### src/rtl/debug_display.sv
`default_nettype none
// ============================================================================
//  Module   : debug_display
//  Purpose  : Snapshots one of four 16-bit debug values and scans it as four
//             hex digits onto a common-anode seven-segment display.
//             Optional macro DEBUG_DISPLAY_LZB_EN enables leading-zero blanking.
//  Revision : 1.0 - initial release
// ============================================================================
module debug_display #(
    parameter int REFRESH_DIV = 100000
) (
    input  logic        CLK,
    input  logic        Reset,
    input  logic [15:0] in_sign1,
    input  logic [15:0] in_sign2,
    input  logic [15:0] in_sign3,
    input  logic [15:0] in_sign4,
    input  logic [1:0]  sel,
    input  logic        freeze,
    output logic [3:0]  an,
    output logic [6:0]  seg,
    output logic        dp
);

    localparam int c_DIV_W = $clog2(REFRESH_DIV);

    logic [c_DIV_W-1:0] r_div;
    logic [1:0]         r_idx;
    logic [15:0]        r_snap;
    logic [3:0]         r_an;
    logic [6:0]         r_seg;
    logic               r_dp;

    logic               w_div_last;
    logic               w_frame_end;
    logic [15:0]        w_sel_val;
    logic [3:0]         w_nib;
    logic [6:0]         w_hex;
    logic [3:0]         w_an_onehot;
    logic               w_blank;

    assign w_div_last  = (r_div == c_DIV_W'(REFRESH_DIV - 1));
    assign w_frame_end = w_div_last && (r_idx == 2'd3);
    assign w_nib       = r_snap[{r_idx, 2'b00} +: 4];

    always_comb begin
        w_sel_val = in_sign1;
        case (sel)
            2'd0:    w_sel_val = in_sign1;
            2'd1:    w_sel_val = in_sign2;
            2'd2:    w_sel_val = in_sign3;
            default: w_sel_val = in_sign4;
        endcase
    end

    always_comb begin
        w_an_onehot        = 4'b1111;
        w_an_onehot[r_idx] = 1'b0;
    end

    // Active-low segments, bit order {g,f,e,d,c,b,a}
    always_comb begin
        w_hex = 7'b1111111;
        case (w_nib)
            4'h0:    w_hex = 7'b1000000;
            4'h1:    w_hex = 7'b1111001;
            4'h2:    w_hex = 7'b0100100;
            4'h3:    w_hex = 7'b0110000;
            4'h4:    w_hex = 7'b0011001;
            4'h5:    w_hex = 7'b0010010;
            4'h6:    w_hex = 7'b0000010;
            4'h7:    w_hex = 7'b1111000;
            4'h8:    w_hex = 7'b0000000;
            4'h9:    w_hex = 7'b0010000;
            4'hA:    w_hex = 7'b0001000;
            4'hB:    w_hex = 7'b0000011;
            4'hC:    w_hex = 7'b1000110;
            4'hD:    w_hex = 7'b0100001;
            4'hE:    w_hex = 7'b0000110;
            default: w_hex = 7'b0001110;
        endcase
    end

`ifdef DEBUG_DISPLAY_LZB_EN
    // A digit blanks only when it and every more-significant nibble are zero
    always_comb begin
        w_blank = 1'b0;
        case (r_idx)
            2'd0:    w_blank = 1'b0;
            2'd1:    w_blank = (r_snap[15:4]  == 12'h000);
            2'd2:    w_blank = (r_snap[15:8]  == 8'h00);
            default: w_blank = (r_snap[15:12] == 4'h0);
        endcase
    end
`else
    assign w_blank = 1'b0;
`endif

    always_ff @(posedge CLK or negedge Reset) begin
        if (!Reset) begin
            r_div  <= '0;
            r_idx  <= 2'd0;
            r_snap <= 16'h0000;
        end else begin
            r_div <= w_div_last ? '0 : r_div + c_DIV_W'(1);
            if (w_div_last) begin
                r_idx <= r_idx + 2'd1;
            end
            if (w_frame_end && !freeze) begin
                r_snap <= w_sel_val;
            end
        end
    end

    always_ff @(posedge CLK or negedge Reset) begin
        if (!Reset) begin
            r_an  <= 4'b1111;
            r_seg <= 7'b1111111;
            r_dp  <= 1'b1;
        end else begin
            r_an  <= w_blank ? 4'b1111    : w_an_onehot;
            r_seg <= w_blank ? 7'b1111111 : w_hex;
            r_dp  <= ~((r_idx == 2'd0) && freeze);
        end
    end

    assign an  = r_an;
    assign seg = r_seg;
    assign dp  = r_dp;

endmodule
`default_nettype wire

### config.mk
export PLATFORM = sky130hd
export DESIGN_NAME = debug_display
export DESIGN_NICKNAME = d
export VERILOG_FILES = /design/src/rtl/debug_display.sv
export SDC_FILE = /design/constraint.sdc
export NUM_CORES = 1
export LEC_CHECK = 0
export ABC_AREA = 1
export CORE_ASPECT_RATIO = 0.7
export CORE_MARGIN = 1
export CORE_UTILIZATION = 56
export DETAILED_ROUTE_END_ITERATION = 10
export DONT_BUFFER_PORTS = 1
export PLACE_DENSITY_LB_ADDON = 0.25
export SLEW_MARGIN = 20
export SYNTH_ARGS = -nofsm -noshare
export SYNTH_HDL_FRONTEND = slang
export SYNTH_SLANG_ARGS = --single-unit
export TNS_END_PERCENT = 1
### constraint.sdc
create_clock -name CLK -period 3.23 [get_ports CLK]
set_input_delay 0.4845 -clock CLK [delete_from_list [all_inputs] [get_ports CLK]]
set_output_delay 0.4845 -clock CLK [all_outputs]
set_load 0.1 [all_outputs]
### Yosys cells after proc, flatten, opt, wreduce, memory -nomap -nowiden

Memory sizes are Yosys's and may differ from the RTL's. A register that Yosys moved wholly into a read port is not among the register bits.
Cells that the tools add are included.

* ROM bits: 112
* word-level logic and storage cells: 29
* memories: 1
* output and inout bits: 12
* bits in registers: 40
* bits of input ports: 69

* $lt $le $gt $ge: 2
* add/subtract/negate cells: 2
* mux-type cells: 4
* reductions and logical operators: 8
* shift-type cells: 1
* bitwise operators: 2
* eq/ne operators: 4

Memories
* (name not given): words 16, bits a word 7, rd ports 1, clocked after Yosys merged registers in 1, wr ports 0, RTL line 64 `case (w_nib)`

Operators with widths (number)
* 16-bit one-hot mux with 3 select lines: 1
* 17-bit by 1-bit adder with 17-bit output, second input constant: 1
* 17-bit equality test, second input constant: 1
* 17-bit 2-to-1 mux: 1
* 16-bit by 5-bit indexed part select with 4-bit output: 1
* 2-bit equality test, second input constant: 2
* 1-bit logical AND: 4
* 2-bit zero test: 2
* 4-bit inverter: 1
* 2-bit by 3-bit less-than comparator with 1-bit output, second input constant: 1
* 2-bit by 1-bit adder with 2-bit output, second input constant: 1
* 1-bit demux with 2-bit select: 1
* 2-bit by 1-bit equality test with 1-bit output, second input constant: 1
* 2-bit by 1-bit greater-or-equal comparator with 1-bit output, second input constant: 1
* 1-bit zero test: 2
* 1-bit 2-to-1 mux: 1
* 1-bit inverter: 1

### Longest topological paths before layout

Gate-level depths: netlist of the first run.

* word-level depth: 5
* depth in mapped cells: 11
* mapped depth without buffers: 10

### Worst setup path after synthesis of the first run

OpenSTA, ideal clock, no wires.

* path kind: register -> register
* from: reg r_idx[0]
* to: reg r_seg[5] (netlist: seg[5])
* period minus slack after synthesis: 1.491 ns
* required time: 3.158 ns
* cell stages (with the launch flop): 12
* arrival time: 1.419 ns
* path slack: 1.739 ns
* setup time: 0.072 ns
* path buffers: 1
* cell sequence: dfrtp_1 buf_4 inv_4 nand2_1 nand3_1 nand2_1 inv_1 ha_1 nand3_1 nand2_1 nand2_1 o21ai_1

* longest elaborated chain between the ends: 1

Ends and longest elaborated chain
* start: declaration: RTL line 28 `logic [1:0] r_idx;`
* start signal: assignment: RTL line 107 `r_idx <= r_idx + 2'd1;`
* 16-bit by 5-bit indexed part select with 4-bit output: RTL line 44 `assign w_nib = r_snap[{r_idx, 2'b00} +: 4];`
* end: declaration: RTL line 31 `logic [6:0] r_seg;`

Every way passes these cells.
A chain may end at the register's enable or synchronous reset.

### Worst setup path after layout of the first run

* from: reg r_idx[0]
* to: reg r_snap[10]

* longest elaborated chain between the ends: 3

Ends and longest elaborated chain
* 2-bit equality test: RTL line 43 `assign w_frame_end = w_div_last && (r_idx == 2'd3);`
* 1-bit logical AND: RTL line 43
* 1-bit logical AND: RTL line 109 `if (w_frame_end && !freeze) begin`
* end signal: assignment: RTL line 110 `r_snap <= w_sel_val;`
* end: declaration: RTL line 29 `logic [15:0] r_snap;`

Every way passes these cells.

==> results by group, run 1 <==
Timing
  • Setup_tns: 0 ns
  • Final period util: 63.3%
  • Slew HR: roughly 49%
  • F_max: 489 MHz
  • Final setup viols: 0
  • Clk_skew: about 0.0065 ns
  • Tightest Pin Transition: 0.760 ns
  • Slew Viols, Final: 0
  • Hold Fails Final Rpt: 2
  • Clock period minus final worst setup slack: 2.04 ns
  • Unrepaired setup endpoints after global routing: no
  • Final hold slack: -0.00295 ns

Worst setup path
  • CP Class: register to register
  • CP max FO: 17
  • CP Launch Type: register
  • Max stage delay on crit path: 0.58 ns
  • CP top delay family: simple AND/OR/NAND/NOR gates
  • CP Data Required Time: 3.42 ns
  • Most common cell on crit path: nand2_1
  • CP endpoint kind: register
  • Crit path buffers/inverters: 1
  • Critical-path cell list: ha_1 -> inv_1 -> nor2_2 -> nand4_4 -> nand2_1 -> nand2_1
  • R2R Path Start: r_idx[0]
  • CP max stage cell: dfrtp_1
  • Worst R2R End: r_snap[10]
  • Reg-to-reg slack, setup: 1.19 ns
  • CP Data Arrival Time: between 2 and 2.5 ns
  • FF-to-FF path depth: 6

Die
  • Die width: 88.6 microns
  • Ports: 81
  • Die Y: 62.6 microns
  • Full die area: 5550 sq um
  • # rows: 21
  • Core area: 4910 sq um
  • Starting density of the core: 59.9%

Clock network
  • Worst-path clk slew: 0.09 ns
  • H-tree level count: 2
  • Post-CTS setup buffer count: 0
  • Clock buffer depth: 2
  • Clk Tree Root Cell: clkbuf_8
  • TritonCTS Sinks: 47
  • CTS tree: built
  • CTS buffer count: 5
  • Clk_lat worst skew: 0.30 ns

Routing
  • DRC: 0
  • Antenna Nets Post-Route: 0
  • Initial DRC Count: 123
  • Avg WL per Cell: 13.7 microns
  • DRT Wirelength: 6470 microns
  • Pre-antenna DRT Iters: 5
  • Vias: 2553
  • Vias per cell: 5.40

Pwr
  • Static Leak: 0.00164 uW
  • Maximum VDD drop: 0.137 mV
  • Power density over cell area: 324 nW/um^2

Cells and area
  • Fill count: roughly 450
  • Commonest non-fill, non-tap cell in the layout: nand2_1
  • Layout overhead on the synthesized area: 4.30%
  • Share of cells above drive strength 1: 10.1%
  • Commonest non-fill, non-tap cells in the layout: 158 x nand2_1, 59 x nand3_1, 35 x dfrtp_1, 34 x nor2_1, 26 x inv_1
  • Finished Cell Area: slightly above 3000 sq um
  • Nets: 483
  • Ant diodes: 0

Global routing
  • First-pass GRT wire length: 11100 microns
  • Largest net degree at the start of global routing: 36
  • Antenna violations before repair: 0
  • Vias in the first global route: approximately 2400
  • All-layer global routing usage: 26.0%
  • Gr ovfl total: 0

Placed design
  • Placed cell area: 2950 sq um
  • Detailed Place HPWL: 4950 microns
  • Port Buffer Count: 0
  • Routability cong.: about 0.86

Flow run
  • MaxCap Viol Count: 0

Synthesis
  • Largest area contributor in the netlist: dfrtp_1
  • Area contributors post-synth: dfrtp_1 30%, nand2_1 20%, dfstp_2 11%
  • Syn Area/Cell: ~7.2 sq um
  • Cell Area, Synth: 2940 sq um
  • Post-synth top area share: 29.8%
  • Synth cell types: 28
  • #FFs+latches synth: 47
  • Seq/Total Area, Yosys: 40.5%
  • Gate count after technology mapping: 406
  • Ys Warns: 0
  • Syn_nets: 486

Worst hold path
  • Hold WC Path Type: input port to async pin

Outcome
  • Status: complete, but fails checks
  • Failing checks: negative hold slack
## cells in the mapped netlist
master	count
o21ai_1	3
and2_1	1
nor2_1	34
inv_2	9
a21oi_1	1
nand2_2	3
xor2_1	7
o21bai_1	1
nand3_2	1
inv_1	26
nand4_1	20
inv_4	2
ha_1	11
dfrtp_1	35
nor2_2	2
nand4_4	1
buf_6	2
buf_2	6
dfstp_2	12
o21ai_0	1
nand2_1	158
nand2_4	1
clkbuf_1	2
buf_4	2
nor2_8	3
nand3_1	59
xnor2_1	1
nor3_1	2
## final cells by class
cell class	instances	area [sq um]	area share [%]
multi-input cells	310	1530	49.9
flip-flops and latches	47	1190	38.8
inverters	37	144	4.69
well taps	69	86.3	2.81
clock buffers	6	72.6	2.37
repair buffers	2	30.0	0.979
clock inverters	2	12.5	0.408
## stage by stage
stage	total power, uW	std cells	utilization (%)	setup slack [ns]
after floorplan	646	406	-	1.74
after global placement	648	463	60.1	1.33
after detailed placement	649	463	60.1	1.22
after CTS	1000	472	62.2	1.21
after global routing	1040	473	62.4	0.949
final	995	473	62.4	1.19
## power by group
part	leakage [uW]	internal, uW	switching [uW]
Combinational	0.000995	18.9	36.3
Clock	0.0000428	152	193
Sequential	0.000599	590	5.09
Total	0.00164	760	235
## what timing repair did
item,4_1_cts,5_1_grt
gates resized for setup,0,0
hold buffers,1,1
endpoints found under the setup margin,0,0
endpoints found under the hold margin,35,1
## logic make-up (layout without fill, tap and decap cells)
family	count (synthesis)	after routing	synth area share, %
simple gates	285	285	43.9
buf+inv	49	47	7.44
flops	47	47	40.5
fa+ha+maj	11	11	4.68
xor+xnor	8	8	2.38
compound gates	6	6	1.11
## routing by layer
layer	vias up	routed length, microns	GRT usage [%]
met2	107	2780	38.9
met1	1142	3210	38.6
li1	1295	-	-
met5	-	0	0
met3	9	410	4.62
met4	0	72	6.65
## worst max path at each step
| stage | startpoint | to | slack (ns) | depth (start not counted) |
|---|---|---|---|---|
| finish | r_idx[0] | r_snap[10] | 1.19 | 6 |
| global route | r_idx[0] | r_snap[11] | 0.95 | 6 |
| CTS | r_idx[0] | r_snap[10] | 1.21 | 6 |
| detailed placement | r_idx[0] | r_snap[10] | 1.22 | 6 |
| global placement | r_idx[0] | r_snap[8] | 1.33 | 6 |
| floorplan | r_idx[0] | seg[5] | 1.74 | 11 |
## flip-flops by register name, indices dropped and copies added, names as in the netlist
signal and cells:
seg 7, an 4, dp 1, r_idx 2, r_div 17, r_snap 16
No activity file was read; power rests on OpenSTA's default activity.
==> inputs of run 2 (changes only) <==
==> constraint.sdc (replaced) <==
create_clock -name CLK -period 1.7 [get_ports CLK]
set_input_delay 0.255 -clock CLK [delete_from_list [all_inputs] [get_ports CLK]]
set_output_delay 0.255 -clock CLK [all_outputs]
set_load 0.1 [all_outputs]
==> run 2 against run 1 <==
The flow now finishes without violations. First-iteration DRC count rose by 26%. Cell count rose by 2.3%. Worst hold slack improved by 0.22 ns. Core utilization is 2.3 points higher. Critical path type unchanged. Largest cell class unchanged.
==> results by group, run 2 (synthesis results as in run 1) <==
Outcome
  • Status: completed

Global routing
  • Gr ovfl total: 0 (unchanged)
  • Antenna violations before repair: 0 (unchanged)
  • First-pass GRT wire length: 11000 microns (-0.75%)
  • Vias in the first global route: 2378 (+0.38%)
  • Largest net degree at the start of global routing: 48 (+33%)
  • All-layer global routing usage: 25.5% (-0.49 points)

Timing
  • Clock period minus final worst setup slack: 1.59 ns (-0.451 ns)
  • Slew HR: 51.6% (+2.3 points)
  • Clk_skew: 0.0120 ns (+0.00546 ns)
  • Final setup viols: 0 (unchanged)
  • Hold Fails Final Rpt: 0 (-2)
  • Slew Viols, Final: 0 (unchanged)
  • Setup_tns: 0 ns (unchanged)
  • F_max: 627 MHz (+28%)
  • Unrepaired setup endpoints after global routing: no
  • Tightest Pin Transition: 0.724 ns (-0.0358 ns)
  • Final period util: 93.8% (+30 points)

Worst hold path
  • Hold WC Path Type: input port to register
  • Hold Path Stages: 4

Routing
  • Pre-antenna DRT Iters: 4 (-1)
  • DR top layer: met4
  • M1 WL: 3450 microns (+7.6%)
  • DR WL met3: 396 microns (-3.4%)
  • Initial DRC Count: 155 (+26%)
  • Vias per cell: 5.45 (+0.94%)
  • DRT Wirelength: 6950 microns (+7.3%)
  • Vias: 2637 (+3.3%)
  • DRC: 0 (unchanged)
  • Routed wl met2: 3060 microns (+9.9%)
  • Antenna Nets Post-Route: 0 (unchanged)
  • Avg WL per Cell: 14.4 microns (+4.9%)

Placed design
  • Routability cong.: 0.882 (+2.3%)
  • Port Buffer Count: 0 (unchanged)
  • Detailed Place HPWL: 5070 microns (+2.5%)
  • Placed cells: 468 (+1.1%)

Worst setup path
  • CP Data Arrival Time: 1.84 ns (-0.40 ns)
  • FF-to-FF path depth: 7 (+1)
  • Critical Path Source: r_div[0]
  • CP Launch Type: register
  • CP endpoint kind: register
  • R2R Path Start: r_div[0]
  • Crit path to: r_snap[11]
  • CP Class: register to register
  • Worst R2R End: r_snap[11]
  • CP max FO: 6 (-11)
  • CP Data Required Time: 1.94 ns (-1.48 ns)
  • Reg-to-reg slack, setup: 0.11 ns (-1.08 ns)

Clock network
  • Clk_lat worst skew: 0.30 ns (about the same)
  • TritonCTS Sinks: 47 (unchanged)
  • H-tree level count: 2 (unchanged)
  • CTS buffer count: 5 (unchanged)
  • Clock buffer depth: 2 (unchanged)
  • Clk Tree Root Cell: clkbuf_8
  • Worst-path clk slew: 0.09 ns (about the same)
  • CTS tree: built

Die
  • # rows: 21 (unchanged)
  • Ports: 81 (unchanged)
  • Core area: 4910 sq um (unchanged)
  • Die Y: 62.6 microns (unchanged)
  • Die width: 88.6 microns (unchanged)
  • Starting density of the core: 59.9% (unchanged)
  • Full die area: 5550 sq um (unchanged)

Pwr
  • Static Leak: 0.00167 uW (+2.2%)
  • Maximum VDD drop: 0.309 mV (+130%)
  • Power density over cell area: 597 nW/um^2 (+84%)

Cells and area
  • Nets: 494 (+2.3%)
  • Layout overhead on the synthesized area: 8.17%
  • Fill count: 457 (+0.66%)
  • Commonest non-fill, non-tap cells in the layout: 156 x nand2_1, 59 x nand3_1, 34 x nor2_1, 33 x dfrtp_1, 24 x inv_1
  • Share of cells above drive strength 1: 13.7% (+3.6 points)
  • Register area: 1190 sq um (+0.21%)
  • Max reg flops: 17 (unchanged)
  • Most flop-heavy register: r_div
  • Commonest non-fill, non-tap cell in the layout: nand2_1
  • Final non-filler cell total: 484 (+2.3%)
  • Ant diodes: 0 (unchanged)
  • Area of the multi-input gates: 1570 sq um (+2.7%)

Flow run
  • MaxCap Viol Count: 0 (unchanged)
## run 2: cell count changes in the layout (fill, tap and decap cells not counted), sizes merged
cell and delta:
dlygate4sd3 +1, nor2 +3, buf +7
## run 2: critical path, stage by stage (launching register included)
cell     delay [ns]
dfrtp_1        0.38
ha_1           0.21
nand2_2        0.11
nor2_8         0.17
nand3_4        0.20
nor2_4         0.25
nand3_1        0.12
nand2_1        0.09
## run 2: report_power, final
part | total [uW] | internal [uW] | leakage [uW] | switching [uW]
combinational | 115 | 40.7 | 0.00103 | 74.6
sequential | 1130 | 1120 | 0.000596 | 9.63
clock | 653 | 288 | 0.0000428 | 364
total | 1900 | 1450 | 0.00167 | 449
## run 2: how the worst min path moves through the flow
stage / from / end / slack, ns
finish: in_sign3[14] / r_snap[14] / 0.22
global route: in_sign2[8] / r_snap[8] / 0.22
CTS: in_sign3[14] / r_snap[14] / 0.22
detailed placement: Reset / r_div[14] / -0.04
global placement: Reset / r_div[15] / -0.04
floorplan: Reset / r_div[0] / -0.04
## run 2: timing repair
| action | 4_1_cts | 5_1_grt |
|---|---|---|
| setup endpoints to repair | 2 | 13 |
| setup buffers | 0 | 2 |
| cloned | 0 | 3 |
| resized for setup | 1 | 6 |
| pin swaps | 0 | 3 |
| hold buffers | 3 | 0 |
| hold endpoints to repair | 48 | 0 |
## run 2: metrics by stage
step	util (%)	instance area [sq um]	hold slack, ns	setup slack, ns	total power, uW
6_report	64.8	3180	0.217	0.106	1900
5_1_grt	64.8	3180	0.222	0.0112	1980
3_5_place_dp	60.9	2990	-0.0396	0.0179	1230
2_1_floorplan	-	2940	-0.0406	0.209	1230
4_1_cts	63.6	3120	0.217	0.0776	1910
3_3_place_gp	60.9	2990	-0.0395	0.0876	1230
## run 2: area by class of cell
class,instances,area share (%)
multi-input cells,313,49.4
repair buffers,10,3.15
clock buffers,6,2.28
clock inverters,2,0.393
inverters,37,4.52
well taps,69,2.71
flip-flops and latches,47,37.5
## run 2: per-layer routing
layer,global-route usage (%),up-vias
li1,-,1315
met1,37.2,1206
met2,39.2,110
met3,4.76,6
met4,5.44,0
met5,0,-
